File: src/rtl/codec2_frame_packer_pkg.sv
// Shared widths, FSM state type and helpers for the Codec2 frame packer.
// Also holds the frame/byte widths used by the encoder top.
package codec2_frame_packer_pkg;

  localparam int unsigned BITS_WIDTH      = 48;
  localparam int unsigned BYTE_W          = 8;
  localparam int unsigned BYTES_PER_FRAME = BITS_WIDTH / BYTE_W;
  localparam int unsigned FIFO_DEPTH      = 4;
  localparam int unsigned ADDR_W          = 2;
  localparam int unsigned FCNT_W          = ADDR_W + 1;
  localparam int unsigned CNT_W           = 16;
  localparam int unsigned IDX_W           = 3;

  typedef logic [BITS_WIDTH-1:0] frame_t;
  typedef logic [BYTE_W-1:0]     byte_t;

  typedef enum logic [1:0] {
    ST_IDLE = 2'd0,
    ST_LOAD = 2'd1,
    ST_SEND = 2'd2
  } state_t;

  // Counter increment that sticks at all-ones instead of wrapping.
  function automatic logic [CNT_W-1:0] sat_inc(input logic [CNT_W-1:0] v);
    return (&v) ? v : v + CNT_W'(1);
  endfunction

endpackage

File: src/rtl/codec2_frame_packer_if.sv
// Frame push port and byte stream of the packer.
// master = encoder/transport side, slave = packer.
interface codec2_frame_packer_if;
  import codec2_frame_packer_pkg::*;

  frame_t frame_in;
  logic   frame_valid;
  logic   frame_ready;
  byte_t  byte_out;
  logic   byte_valid;
  logic   byte_ready;
  logic   last_byte;

  modport master (
    output frame_in, frame_valid, byte_ready,
    input  frame_ready, byte_out, byte_valid, last_byte
  );

  modport slave (
    input  frame_in, frame_valid, byte_ready,
    output frame_ready, byte_out, byte_valid, last_byte
  );

endinterface

File: src/rtl/codec2_frame_fifo.sv
// Synchronous first-word-fall-through frame FIFO; dout shows the head while non-empty.
// Writes while full and reads while empty are ignored.
module codec2_frame_fifo
  import codec2_frame_packer_pkg::*;
(
  input  logic              clk,
  input  logic              rst,
  input  logic              wr_en,
  input  logic              rd_en,
  input  frame_t            din,
  output frame_t            dout,
  output logic [FCNT_W-1:0] count,
  output logic              full,
  output logic              empty
);

  frame_t             mem [FIFO_DEPTH];
  logic [ADDR_W-1:0]  wr_ptr;
  logic [ADDR_W-1:0]  rd_ptr;
  logic [FCNT_W-1:0]  count_n;
  logic               do_wr;
  logic               do_rd;

  assign full  = (count == FCNT_W'(FIFO_DEPTH));
  assign empty = (count == FCNT_W'(0));
  assign do_wr = wr_en & ~full;
  assign do_rd = rd_en & ~empty;
  assign dout  = mem[rd_ptr];

  always_comb begin
    count_n = count;
    if (do_wr && !do_rd)
      count_n = count + FCNT_W'(1);
    else if (!do_wr && do_rd)
      count_n = count - FCNT_W'(1);
  end

  always_ff @(posedge clk or negedge rst) begin
    if (!rst) begin
      wr_ptr <= '0;
      rd_ptr <= '0;
      count  <= '0;
    end else begin
      if (do_wr) wr_ptr <= wr_ptr + ADDR_W'(1);
      if (do_rd) rd_ptr <= rd_ptr + ADDR_W'(1);
      count <= count_n;
    end
  end

  // Storage needs no reset; pointers define what is valid.
  always_ff @(posedge clk) begin
    if (do_wr) mem[wr_ptr] <= din;
  end

endmodule

File: src/rtl/codec2_frame_packer.sv
// Buffers 48-bit Codec2 frames and serialises each MSB-first as 6 bytes on a
// valid/ready stream, with frame/drop counters and a sticky overflow flag.
module codec2_frame_packer
  import codec2_frame_packer_pkg::*;
(
  input  logic             clk,
  input  logic             rst,
  codec2_frame_packer_if.slave bus,
  input  logic             clear_overflow,
  output logic [CNT_W-1:0] frame_count,
  output logic [CNT_W-1:0] drop_count,
  output logic             overflow
);

  localparam logic [IDX_W-1:0] LAST_IDX = IDX_W'(BYTES_PER_FRAME - 1);

  state_t             state;
  frame_t             shreg;
  logic [IDX_W-1:0]   byte_idx;
  frame_t             fifo_dout;
  logic [FCNT_W-1:0]  fifo_count;
  logic               fifo_full;
  logic               fifo_empty;
  logic               push;
  logic               drop;
  logic               pop;
  logic               hand;

  assign bus.frame_ready = (fifo_count != FCNT_W'(FIFO_DEPTH));
  assign push = bus.frame_valid & ~fifo_full;
  assign drop = bus.frame_valid &  fifo_full;
  assign pop  = (state == ST_LOAD);
  assign hand = bus.byte_valid & bus.byte_ready;

  codec2_frame_fifo u_fifo (
    .clk   (clk),
    .rst   (rst),
    .wr_en (push),
    .rd_en (pop),
    .din   (bus.frame_in),
    .dout  (fifo_dout),
    .count (fifo_count),
    .full  (fifo_full),
    .empty (fifo_empty)
  );

  // Serialiser FSM; byte_out/last_byte only change on a handshake or a load.
  always_ff @(posedge clk or negedge rst) begin
    if (!rst) begin
      state          <= ST_IDLE;
      shreg          <= '0;
      byte_idx       <= '0;
      bus.byte_out   <= '0;
      bus.byte_valid <= 1'b0;
      bus.last_byte  <= 1'b0;
      frame_count    <= '0;
    end else begin
      case (state)
        ST_IDLE: begin
          bus.byte_valid <= 1'b0;
          if (!fifo_empty) state <= ST_LOAD;
        end
        ST_LOAD: begin
          shreg          <= fifo_dout;
          byte_idx       <= '0;
          bus.byte_out   <= fifo_dout[BITS_WIDTH-1 -: BYTE_W];
          bus.byte_valid <= 1'b1;
          bus.last_byte  <= 1'b0;
          state          <= ST_SEND;
        end
        ST_SEND: begin
          if (hand) begin
            shreg         <= shreg << BYTE_W;
            byte_idx      <= byte_idx + IDX_W'(1);
            bus.byte_out  <= shreg[BITS_WIDTH-BYTE_W-1 -: BYTE_W];
            bus.last_byte <= (byte_idx == LAST_IDX - IDX_W'(1));
            if (byte_idx == LAST_IDX) begin
              frame_count    <= frame_count + CNT_W'(1);
              bus.byte_valid <= 1'b0;
              bus.last_byte  <= 1'b0;
              state          <= fifo_empty ? ST_IDLE : ST_LOAD;
            end
          end
        end
        default: begin
          state          <= ST_IDLE;
          bus.byte_valid <= 1'b0;
        end
      endcase
    end
  end

  // Overflow tracking; a new drop outranks a same-cycle clear.
  always_ff @(posedge clk or negedge rst) begin
    if (!rst) begin
      overflow   <= 1'b0;
      drop_count <= '0;
    end else if (drop) begin
      overflow   <= 1'b1;
      drop_count <= sat_inc(drop_count);
    end else if (clear_overflow) begin
      overflow   <= 1'b0;
    end
  end

endmodule

File: src/flat_wrapper.sv
// flat-port wrapper written by rule: the top's interface ports become plain ports
module codec2_frame_packer_flat import codec2_frame_packer_pkg::*;
  (clk, rst, clear_overflow, frame_count, drop_count, overflow, bus_frame_in, bus_frame_valid, bus_byte_ready, bus_frame_ready, bus_byte_out, bus_byte_valid, bus_last_byte);
  codec2_frame_packer_if bus_i ();
  input  logic clk;
  input  logic rst;
  input  logic clear_overflow;
  output logic [CNT_W-1:0] frame_count;
  output logic [CNT_W-1:0] drop_count;
  output logic overflow;
  input wire logic [$bits(bus_i.frame_in)-1:0] bus_frame_in;
  input wire logic [$bits(bus_i.frame_valid)-1:0] bus_frame_valid;
  input wire logic [$bits(bus_i.byte_ready)-1:0] bus_byte_ready;
  output wire logic [$bits(bus_i.frame_ready)-1:0] bus_frame_ready;
  output wire logic [$bits(bus_i.byte_out)-1:0] bus_byte_out;
  output wire logic [$bits(bus_i.byte_valid)-1:0] bus_byte_valid;
  output wire logic [$bits(bus_i.last_byte)-1:0] bus_last_byte;
  assign bus_i.frame_in = bus_frame_in;
  assign bus_i.frame_valid = bus_frame_valid;
  assign bus_i.byte_ready = bus_byte_ready;
  assign bus_frame_ready = bus_i.frame_ready;
  assign bus_byte_out = bus_i.byte_out;
  assign bus_byte_valid = bus_i.byte_valid;
  assign bus_last_byte = bus_i.last_byte;
  codec2_frame_packer u_core (.clk(clk), .rst(rst), .bus(bus_i), .clear_overflow(clear_overflow), .frame_count(frame_count), .drop_count(drop_count), .overflow(overflow));
endmodule
File: config.mk
export PLATFORM = sky130hd
export DESIGN_NAME = codec2_frame_packer_flat
export DESIGN_NICKNAME = d
export VERILOG_FILES = /design/src/rtl/codec2_frame_packer_pkg.sv /design/src/rtl/codec2_frame_packer_if.sv /design/src/rtl/codec2_frame_fifo.sv /design/src/rtl/codec2_frame_packer.sv /design/src/flat_wrapper.sv
export SDC_FILE = /design/constraint.sdc
export NUM_CORES = 1
export LEC_CHECK = 0
export CAP_MARGIN = 15
export CORE_MARGIN = 5
export CORE_UTILIZATION = 35
export CTS_BUF_LIST = sky130_fd_sc_hd__clkbuf_4
export CTS_CLUSTER_SIZE = 8
export DETAILED_ROUTE_END_ITERATION = 8
export GPL_ROUTABILITY_DRIVEN = 0
export MAX_ROUTING_LAYER = met4
export PLACE_DENSITY = 0.54
export RECOVER_POWER = 25
export SLEW_MARGIN = 25
export SYNTH_ARGS = -nofsm -noshare
export SYNTH_HDL_FRONTEND = slang
export SYNTH_SLANG_ARGS = --single-unit
File: constraint.sdc
create_clock -name clk -period 6.95 [get_ports clk]
set_input_delay 1.0425 -clock clk [delete_from_list [all_inputs] [get_ports clk]]
set_output_delay 1.0425 -clock clk [all_outputs]
set_load 0.1 [all_outputs]
### After elaboration in Yosys (flattened, before gate mapping)

Memories as Yosys holds them, arrays and structs flattened.
Index checks and enable logic that the tools add are counted.

* flip-flop bits (word level): 95
* latch bits: 0
* RAM bits: 192
* memory bits (read-only): 0
* input port bits: 53
* output and inout bits: 44
* word-level logic and storage cells: 75
* memories kept: 1

Memory list
* u_core.u_fifo.mem: depth 4, bits a word 48, rd ports 1, clocked after Yosys merged registers in 0, wr ports 1, RTL line codec2_frame_fifo.sv:17 `frame_t mem [FIFO_DEPTH];`

* $add $sub $neg: 7
* multipliers: 0
* divide/modulo/power cells: 0
* $lt $le $gt $ge: 0
* equality and inequality tests: 9
* shift operators: 0
* multiplexer cells: 23
* bitwise logic cells: 8
* reductions and logical operators: 15

Operators with widths (count)
* one-hot mux 40 bit (2 select lines): 1
* two-way mux 40 bit: 1
* adder 16 x 1 -> 16 bit, second input constant: 2
* one-hot mux 8 bit (2 select lines): 1
* AND reduction 16 bit: 1
* equality test 3 bit, second input constant: 3
* two-way mux 1 bit: 9
* two-way mux 3 bit: 3
* two-way mux 8 bit: 1
* adder 3 x 1 -> 3 bit, second input constant: 2
* two-way mux 2 bit: 3
* one-hot mux 2 bit (3 select lines): 1
* one-hot mux 3 bit (2 select lines): 1
* AND reduction 2 bit: 3
* AND reduction 3 bit: 2
* nonzero test 2 bit: 3
* AND 1 bit: 5
* adder 2 x 1 -> 2 bit, second input constant: 2
* inequality test 2 x 1 -> 1 bit, second input constant: 2
* one-hot mux 1 bit (2 select lines): 2
* logical NOT 3 bit: 1
* inequality test 3 bit, second input constant: 1
* NOT 1 bit: 3
* subtractor 3 x 1 -> 3 bit, second input constant: 1
* 6 further kinds: 8

### Logic depth before layout (Yosys ltp)

Gate-level depths: netlist of run 1.

* depth after elaboration: 8
* gate-level depth with buffers: 10
* mapped depth without buffers: 9

### Cells and area by module

Synthesis of run 1 repeated with hierarchy kept, for this count alone.

* cells, all modules: 650
* area, all modules: 11441.0 µm²

By module, submodules not included
* codec2_frame_fifo: times used 1, cells an instance 287, area an instance 7410.9 µm², sequential area each 5940.7 µm²
* codec2_frame_packer: times used 1, cells an instance 363, area an instance 4030.1 µm², sequential area each 2202.1 µm²

### Worst setup path after synthesis of run 1

Ideal clock, no wire load.

* kind: register -> register
* start point: register u_core.u_fifo.count[0]
* end point: memory u_core.u_fifo.mem[0][0] (netlist bit) (enable)
* setup time: 411 ps
* arrival: 2492 ps
* required time: 6539 ps
* path slack: 4048 ps
* stages on the path, launching flop included: 4
* buffers on the path: 0
* period minus slack after synthesis: 2902 ps
* cells stage by stage: dfrtp_1 nor2_1 nand2_1 and3_1

* cells in the longest elaborated chain, start to end: 6

Ends and longest elaborated chain
* start: declaration: RTL line codec2_frame_fifo.sv:12 `output logic [FCNT_W-1:0] count,`
* start signal: assignment: RTL line codec2_frame_fifo.sv:46 `count <= count_n;`
* equality test 3 bit *: RTL line codec2_frame_fifo.sv:24 `assign full = (count == FCNT_W'(FIFO_DEPTH));`
* NOT 1 bit *: RTL line codec2_frame_fifo.sv:26, codec2_frame_packer.sv:30
* AND 1 bit: RTL line codec2_frame_packer.sv:30 `assign push = bus.frame_valid & ~fifo_full;`
* AND 1 bit *: RTL line codec2_frame_fifo.sv:26 `assign do_wr = wr_en & ~full;`
* two-way mux 1 bit *: RTL line codec2_frame_fifo.sv:52 `if (do_wr) mem[wr_ptr] <= din;`
* two-way mux 1 bit (implied by the code) *: RTL line codec2_frame_fifo.sv:52
* end: declaration: RTL line codec2_frame_fifo.sv:17

Every way passes the cells marked *; elsewhere a longest branch is shown, timed or not.

### Worst setup path after layout of run 1

* start point: register u_core.u_fifo.count[0]
* end point: output bus_frame_ready

* cells in the longest elaborated chain, start to end: 1

Ends and longest elaborated chain
* inequality test 3 bit: RTL line codec2_frame_packer.sv:29 `assign bus.frame_ready = (fifo_count != FCNT_W'(FIFO_DEPTH));`
* end: declaration: RTL line flat_wrapper.sv:14 `output wire logic [$bits(bus_i.frame_ready)-1:0] bus_frame_ready;`

No other way between the ends.

==> results of run 1 <==
-- final cells by class --
type / count / area share (%)
sequential: 287 / 58.8
multi-input combinational: 375 / 22.1
timing repair buffer: 103 / 7.52
clock buffer: 120 / 6.50
tap: 442 / 3.99
clock inverter: 17 / 0.687
inverter: 11 / 0.298
antenna: 4 / 0.0723
-- metrics by stage --
stage               area [um^2]  hold slack, ns
finish                    13900           0.466
global route              13900           0.477
CTS                       13800           0.263
detailed placement        12800           0.458
global placement          12800           0.459
floorplan                 11400           0.473
-- cells in the final DEF (no fill, tap or decap), types with 10 or more instances in the layout --
cell type / netlist / layout
sky130_fd_sc_hd__nand2_1: 54 / 54
sky130_fd_sc_hd__ha_1: 10 / 10
sky130_fd_sc_hd__a21oi_1: 82 / 82
sky130_fd_sc_hd__dlygate4sd3_1: 0 / 32
sky130_fd_sc_hd__nor3_1: 11 / 11
sky130_fd_sc_hd__mux4_2: 48 / 48
sky130_fd_sc_hd__dfrtp_1: 95 / 93
sky130_fd_sc_hd__clkbuf_4: 0 / 120
sky130_fd_sc_hd__xnor2_1: 15 / 15
sky130_fd_sc_hd__inv_1: 11 / 11
sky130_fd_sc_hd__nor2_1: 49 / 49
sky130_fd_sc_hd__nand3_1: 16 / 16
sky130_fd_sc_hd__clkdlybuf4s50_1: 0 / 63
sky130_fd_sc_hd__edfxtp_1: 192 / 192
sky130_fd_sc_hd__xor2_1: 20 / 20
-- power by group through the flow --
stage / registers (mW) / logic, mW / clock network, mW
6_report: 2.51 / 1.85 / 1.48
5_1_grt: 2.55 / 2.03 / 1.64
4_1_cts: 2.51 / 1.88 / 1.54
3_5_place_dp: 2.55 / 1.87 / 0
3_3_place_gp: 2.54 / 1.84 / 0
2_1_floorplan: 2.71 / 1.14 / 0
-- how the worst max path moves through the flow --
stage	startpoint	to	slack, ns	depth (start not counted)
2_1_floorplan	u_core.u_fifo.count[0]	u_core.u_fifo.mem[0][0]	4.05	3
3_3_place_gp	bus_byte_ready	u_core.shreg[28]	3.90	5
3_5_place_dp	bus_byte_ready	u_core.shreg[33]	3.87	5
4_1_cts	u_core.u_fifo.count[0]	bus_frame_ready	3.28	3
5_1_grt	u_core.u_fifo.count[0]	bus_frame_ready	3.21	3
6_report	u_core.u_fifo.count[0]	bus_frame_ready	3.34	3
-- cells by family after synthesis --
| kind of cell | count (synthesis) | share of synthesized area, % |
|---|---|---|
| XOR/XNOR | 35 | 2.70 |
| adder cells (fa/ha/maj) | 11 | 1.28 |
| multiplexers | 52 | 9.95 |
| flip-flops | 287 | 71.7 |
| buffers and inverters | 47 | 1.70 |
| AND/OR/NAND/NOR | 174 | 7.73 |
| AO/OA/AOI/OAI | 103 | 4.94 |
-- worst reg2reg max path, delay by kind of cell, from the launching register on --
family	cells	cell delay, ns
mux	1	0.26
flops	1	0.70
simple gates	2	0.58
buf+inv	2	0.14
fa+ha+maj	2	0.60
-- registers in the layout, summed over array words and instances (netlist names) --
name / count
u_core.byte_idx: 3
u_core.drop_count: 16
u_core.bus.last_byte: 1
u_core.state: 2
u_core.u_fifo.rd_ptr: 2
u_core.bus.byte_out: 8
u_core.u_fifo.mem: 192
u_core.shreg: 40
u_core.overflow: 1
u_core.bus.byte_valid: 1
u_core.frame_count: 16
u_core.u_fifo.wr_ptr: 2
u_core.u_fifo.count: 3
-- synthesized netlist by cell type, drive strengths merged, types with 10 or more instances --
cell type    n
a21oi       82
buf         13
clkbuf      23
dfrtp       95
edfxtp     192
ha          10
inv         11
mux4        48
nand2       54
nand3       18
nand4       11
nor2        50
nor3        11
xnor2       15
xor2        20
-- routing by layer --
metal,vias up,wire (um),part of all wire (%)
li1,3053,-,-
met3,51,1350,5.6
met5,-,0,0
met2,166,11100,46
met4,0,546,2.3
met1,3264,10900,46
==> metrics list, run 1 <==
* Outcome: complete, but fails checks
- The final reports fail on capacitance limit, slew limit.
- The path with the worst hold slack has its endpoint at u_core.frame_count[15].
- Global routing usage on met1: 18.6%
- A synthesized cell averages 16.0 um^2.
- Synth top area cells: sky130_fd_sc_hd__edfxtp_1 (51%), sky130_fd_sc_hd__dfrtp_1 (21%), sky130_fd_sc_hd__mux4_2 (9.5%), sky130_fd_sc_hd__a21oi_1 (3.6%), sky130_fd_sc_hd__nand2_1 (1.8%)
- For met3 alone, demand over resource in global routing was between 3 and 4%.
- Compared with the post-synthesis result, the final layout area differs by 22.0%.
- Number of placement rows: 66
- The H-tree was split into 3 levels.
* Worst slack, placed: roughly 3.9 ns
- Summing all flip-flop and latch instances after layout gives slightly above 8000 um^2.
* Area of the core: 32300 um^2
* Endpoint class of the critical path: output port
- For this run, the number of Yosys warnings is 0.
- For this block, the initial DRC count from the detailed router was about 340.
* Cts bufs inserted: 77
* Period Utilization, post-route: between 50% and 60%
- Endpoint required time on the critical path: between 5 and 6 ns
* Total number of vias: approximately 6500
- Per report_power, the sequential group accounts for 42.9% of the total.
- For this run, the slowest stage of the critical path takes around 1.2 ns.
- Standby leakage power: 5.13 nW
* IR Drop Worst-Case VDD: 0.233 mV
- The tree built by TritonCTS fans out to roughly 290 sinks.
* Final critical-path setup slack: between 3 and 4 ns
- Of the cells placed in the final design, the portion with a size suffix greater than 1 is around 22%.
- The tree is rooted in a sky130_fd_sc_hd__clkbuf_4.
* Internal Dissipation: about 3.8 mW
* Worst relative slew slack: -19.9%
* Path class of the lowest-slack min-delay path: flop to flop
- Total area of multi-input combinational cells: around 3100 um^2
- Setup TNS: 0 ns
- Pin count of the biggest net entering global routing: 64
- Once the clock tree was built, the resizer swapped 0 gates to a different size.
- For the pin with the worst max-slew slack, the measured transition is about 1.8 ns.
* Cell at the slowest stage of the critical path: sky130_fd_sc_hd__clkdlybuf4s50_1
* HPWL reported at the end of detailed placement: approximately 14000 um
- The routed design has approximately 24000 um of wire.
- The number of hold violations in the final report was 0.
* Start point of the worst hold path: u_core.frame_count[15]
- Setup slack, reg-to-reg: between 4 and 5 ns
- Synthesis produced a netlist whose cell count is between 700 and 800.
- The die covers between 30000 and 40000 um^2.
- Arrival time at the worst endpoint: ~2.6 ns
* Crit path time final: 3.61 ns
* Asr flop ratio synth: approximately 33%
- Final core occ: 42.9%
* Max-cap violations: 1
- Comb power frac: between 30% and 40%
- RSZ-0062 raised after global routing: no
* Reg2Reg Depth: 7
- STA classifies the critical path startpoint as a flop.
- In this run the cell area of the synthesized design comes to about 11000 um^2.
- Antenna violations before repair: 4
- Sequential area share after synthesis: approximately 70%
- Final Power: approximately 5.8 mW
- In this run the critical register-to-register path is launched from u_core.state[0].
- No sink is reached through more buffers than the 3 on the longest clock path.
- Overflow left after global routing: 0
- Number of synthesized register bits: between 200 and 300
- Width of the chip: roughly 190 um
- Die span in y: around 190 um
* Switch share: about 35%
* Max Clk Rate: about 0.28 GHz
- The first global-routing pass estimated around 38000 um of wire.
* Insertion delay of the later-clocked pin in the worst-skew pair: between 0.7 and 0.8 ns
- TritonRoute pass-1 iters: 4
* Buffers & Inverters on Critical Path: 1
- Clock tree from TritonCTS: done
* RR Endpoint: u_core.u_fifo.count[1]
* WS Path Type: flop to output port
- For this design the total switching power over the nets is 2.07 mW.
* Vias in the first global route: roughly 7000
- The clock arrives with 0.0407 ns of skew.
* Final max-slew violation count: 34
- Drc violations: 0
* Post-DR wirelength/cell: 17.6 um
* Routed via count divided by cell count: 4.81
* Library cells used by synthesis: 45
- Fillers: between 2000 and 3000
- Worst-path maximum fanout: 6
* Grt met2 use: 20.9%
- For this run, the post-layout net count is slightly above 900.
* EDFF count, synth: between 150 and 200
- For this run, the total global-route usage over all layers was measured as between 10 and 15%.
* Buffers inserted during post-CTS setup optimization: 0
* Number of cells on the worst hold path: 1
- Post-synthesis cell type with the largest combined area: sky130_fd_sc_hd__edfxtp_1
- The clock network is responsible for approximately a quarter of the overall power.
* # placed instances: roughly 1200
- Detail Route Antenna Nets: 0
* Share of the synthesized area in the top cell type: between 50 and 60%
- The critical path goes through nor2_1, nand2_1, clkdlybuf4s50_1.
* Hold-fix buffers at CTS: 0
- The finished layout holds 1359 standard cells, fillers aside.
- For this design the top-level I/O count stands at 97.
- For this configuration, the core starts out at a cell density of 35.2%.
- Clk slew on worst S/H paths: about 0.060 ns
* Cell class contributing the biggest share of worst-path delay: buffers and inverters
- When the netlist entered floorplanning its net count stood at 773.
- Port Buffers: 96
- Cell area power density: approximately 420 nW/um^2
* Post-synth top flop: sky130_fd_sc_hd__edfxtp_1
- met2 is the most crowded layer.
- Setup violations remaining at the end of the flow were counted as 0.
Note: power is estimated with default switching activity, not from simulation.
==> inputs of run 2 (changes only) <==
- PLACE_DENSITY: 0.54 -> 0.56
- clock period: 6.95 -> 3.2 ns (I/O delays scaled with it)
==> metrics list, run 2 (synthesis results as in run 1) <==
- Outcome: finished, final reports clean
- The tree is rooted in a sky130_fd_sc_hd__clkbuf_4.
- STA classifies the critical path endpoint as an output port.
- Counting the buffers created by CTS gives 80.
- u_core.u_fifo.mem holds more flip-flops than any other register.
- The area growth from synthesis to layout is 22.1%.
- The first global-routing pass estimated a little under 40000 um of wire.
* Number of gates resized after cts: 0
* Finished Layout Cells: between 1000 and 1500
* Final max-slew violation count: 0
- Final Power: ~13 mW
* CP Cell Sequence: clkdlybuf4s50_1
- Detail Route Antenna Nets: 0
- The number of hold violations in the final report is 0.
* Path class of the lowest-slack min-delay path: input pin to asynchronous set/reset pin
- In this run the vertical extent of the chip is around 190 um.
- IR analysis of the VDD net gives a maximum drop of around 0.63 mV.
- Area of the core: 32300 um^2
* DRT Wirelength: about 24000 um
* Crit path time final: ~2.6 ns
* Cell area power density: just over 900 nW/um^2
* Global-route usage over all layers: around 14%
- Together, buffers and inverters on the worst path number 1.
- TritonRoute pass-1 iters: 4
- Clock tree from TritonCTS: done
* CTS sink cnt: approximately 290
* Placement-stage cell area: approximately 13000 um^2
- Setup violations remaining at the end of the flow were counted as 0.
* Overflow left after global routing: 0
- On the worst path, the slowest cell contributes a delay of approximately 1.1 ns.
- Number of placement rows: 66
* Final core occ: approximately 43%
* Hold-fix buffers at CTS: 1
* Insertion delay of the later-clocked pin in the worst-skew pair: 0.69 ns
* RSZ-0062 raised after global routing: no
- Setup TNS: 0 ns
* Arrival time at the worst endpoint: approximately 2.2 ns
- Switch share: 35.1%
- Cell at the slowest stage of the critical path: sky130_fd_sc_hd__clkdlybuf4s50_1
- Capture point of the critical path: frame_count[15]
- In this run the register-to-register setup slack is ~0.92 ns.
- Summed over all nets, the switching power comes to approximately 4.5 mW.
- Hold is met by around 0.35 ns.
- After detailed routing, the number of vias per cell comes to about 4.8.
- The clock tree synthesis step divided the H-tree into 3 levels.
- After the first detailed-routing iteration, the DRC count stood at about 270.
- Worst Skew: between 0.04 and 0.05 ns
- The count of buffers added on input and output ports is 96.
* Worst slack, placed: roughly 0.68 ns
- The worst register-to-register path begins at u_core.state[0].
- In this run the number of cells on the critical path is 1.
- In the routed design, unresolved DRC markers number 0.
- During I/O placement, the number of pins put on the boundary was 97.
- Reg2Reg Depth: 7
* Max Clk Rate: ~0.38 GHz
* Width of the chip: between 150 and 200 um
- Internal Dissipation: approximately 8.3 mW
- In the finished design, the share of the clock period the worst path needs comes to 82.1%.
- Summed over all nets, the half-perimeter wirelength after detailed placement is roughly 15000 um.
* Post-route standard cell area excluding fillers: ~14000 um^2
- For the pin with the worst max-slew slack, the measured transition is roughly 0.97 ns.
- Clock-pin slew was measured on the worst setup and hold paths at 0.07 ns.
- Register share of total power: between 40% and 50%
- Worst relative slew slack: between 30% and 40%
- The most critical setup path has its startpoint at u_core.frame_count[15].
- The worst setup path is of the flop to output port kind.
- Of all nets on the critical path, the largest fanout is 2.
- Max-cap violations: 0
* Endpoint required time on the critical path: 2.72 ns
- Nets@finish: 932
- In the final layout, the registers with the most flip-flops are u_core.u_fifo.mem: 192 flops, u_core.shreg: 40 flops.
- The number of global-route vias before repair was about 7000.
- Antenna violations before repair: 4
- Pin count of the biggest net entering global routing: 47
* Comb power frac: about 30%
* Crit path launch type: flop
- Share of total power in the clock network: approximately a quarter
- The longest clock path from root to sink contains 3 buffers.
* Commonest cells after routing, fill and taps aside: sky130_fd_sc_hd__edfxtp_1 (192), sky130_fd_sc_hd__clkbuf_4 (117), sky130_fd_sc_hd__dfrtp_1 (93)
- Summed over all cells, the static leakage comes to approximately 5.3 nW.
- Total number of vias: approximately 6500
- In this design, the largest share of critical-path delay is due to buffers and inverters.
* Flip-flop count of the largest register after layout: roughly 190
* RR Endpoint: u_core.u_fifo.count[1]
- Including well taps, the total number of placed cells is 1227.
- Post-DR wirelength/cell: roughly 17 um
- The die covers about 36000 um^2.
- Buffers added to address setup during post-CTS repair amount to 0.
- Initial standard-cell utilization of the core: 35.2%
- Proportion of layout cells with a drive suffix above 1: 27.9%
* Most common cell after layout, fill and taps aside: sky130_fd_sc_hd__edfxtp_1
* Final critical-path setup slack: 0.573 ns
-- run 2: cell types whose count changed in the layout (fill, tap and decap cells not counted), sizes merged --
cell,previous run,this run
buf,7,59
bufinv,0,2
clkbuf,121,117
clkdlybuf4s50,63,11
clkinv,13,17
clkinvlp,0,1
dlygate4sd3,32,43
inv,15,14
-- run 2: worst min-delay path by stage --
stage                                 from                      to  slack [ns]
floorplan                              rst  u_core.bus.byte_out[0]        0.18
global placement    u_core.frame_count[15]  u_core.frame_count[15]        0.46
detailed placement  u_core.frame_count[15]  u_core.frame_count[15]        0.48
CTS                                    rst        u_core.shreg[33]        0.29
global route                clear_overflow         u_core.overflow        0.30
finish                                 rst  u_core.u_fifo.count[1]        0.35
-- run 2: power by group through the flow --
stage / Combinational (mW) / Sequential (mW) / Clock (mW)
after floorplan: 2.48 / 5.88 / 0
after global placement: 3.92 / 5.64 / 0
after detailed placement: 3.95 / 5.65 / 0
after CTS: 3.96 / 5.58 / 3.48
after global routing: 4.24 / 5.68 / 3.71
final: 3.86 / 5.56 / 3.34
-- run 2: metal layers --
metal	global-route usage [%]	vias up	wire length, um
met5	-	-	0
met4	5.12	0	470
met3	3.58	42	1280
met2	20.8	172	11100
met1	18.8	3242	10900
li1	-	3067	-
-- run 2: worst register-to-register path: stages, from the launching register on --
cell,delay (ns)
sky130_fd_sc_hd__dfrtp_1,0.64
sky130_fd_sc_hd__nand2b_1,0.24
sky130_fd_sc_hd__nor2_1,0.29
sky130_fd_sc_hd__inv_1,0.07
sky130_fd_sc_hd__ha_1,0.21
sky130_fd_sc_hd__inv_1,0.07
sky130_fd_sc_hd__fa_1,0.40
sky130_fd_sc_hd__mux2_2,0.26
-- run 2: final cells by class --
class	count	area, um^2
Tap cell	442	553
Multi-Input combinational cell	375	3040
Timing Repair Buffer	113	1030
Clock inverter	23	169
Clock buffer	117	878
Sequential cell	287	8150
Antenna cell	4	10.0
Fill cell	2961	18400
Inverter	11	41.3
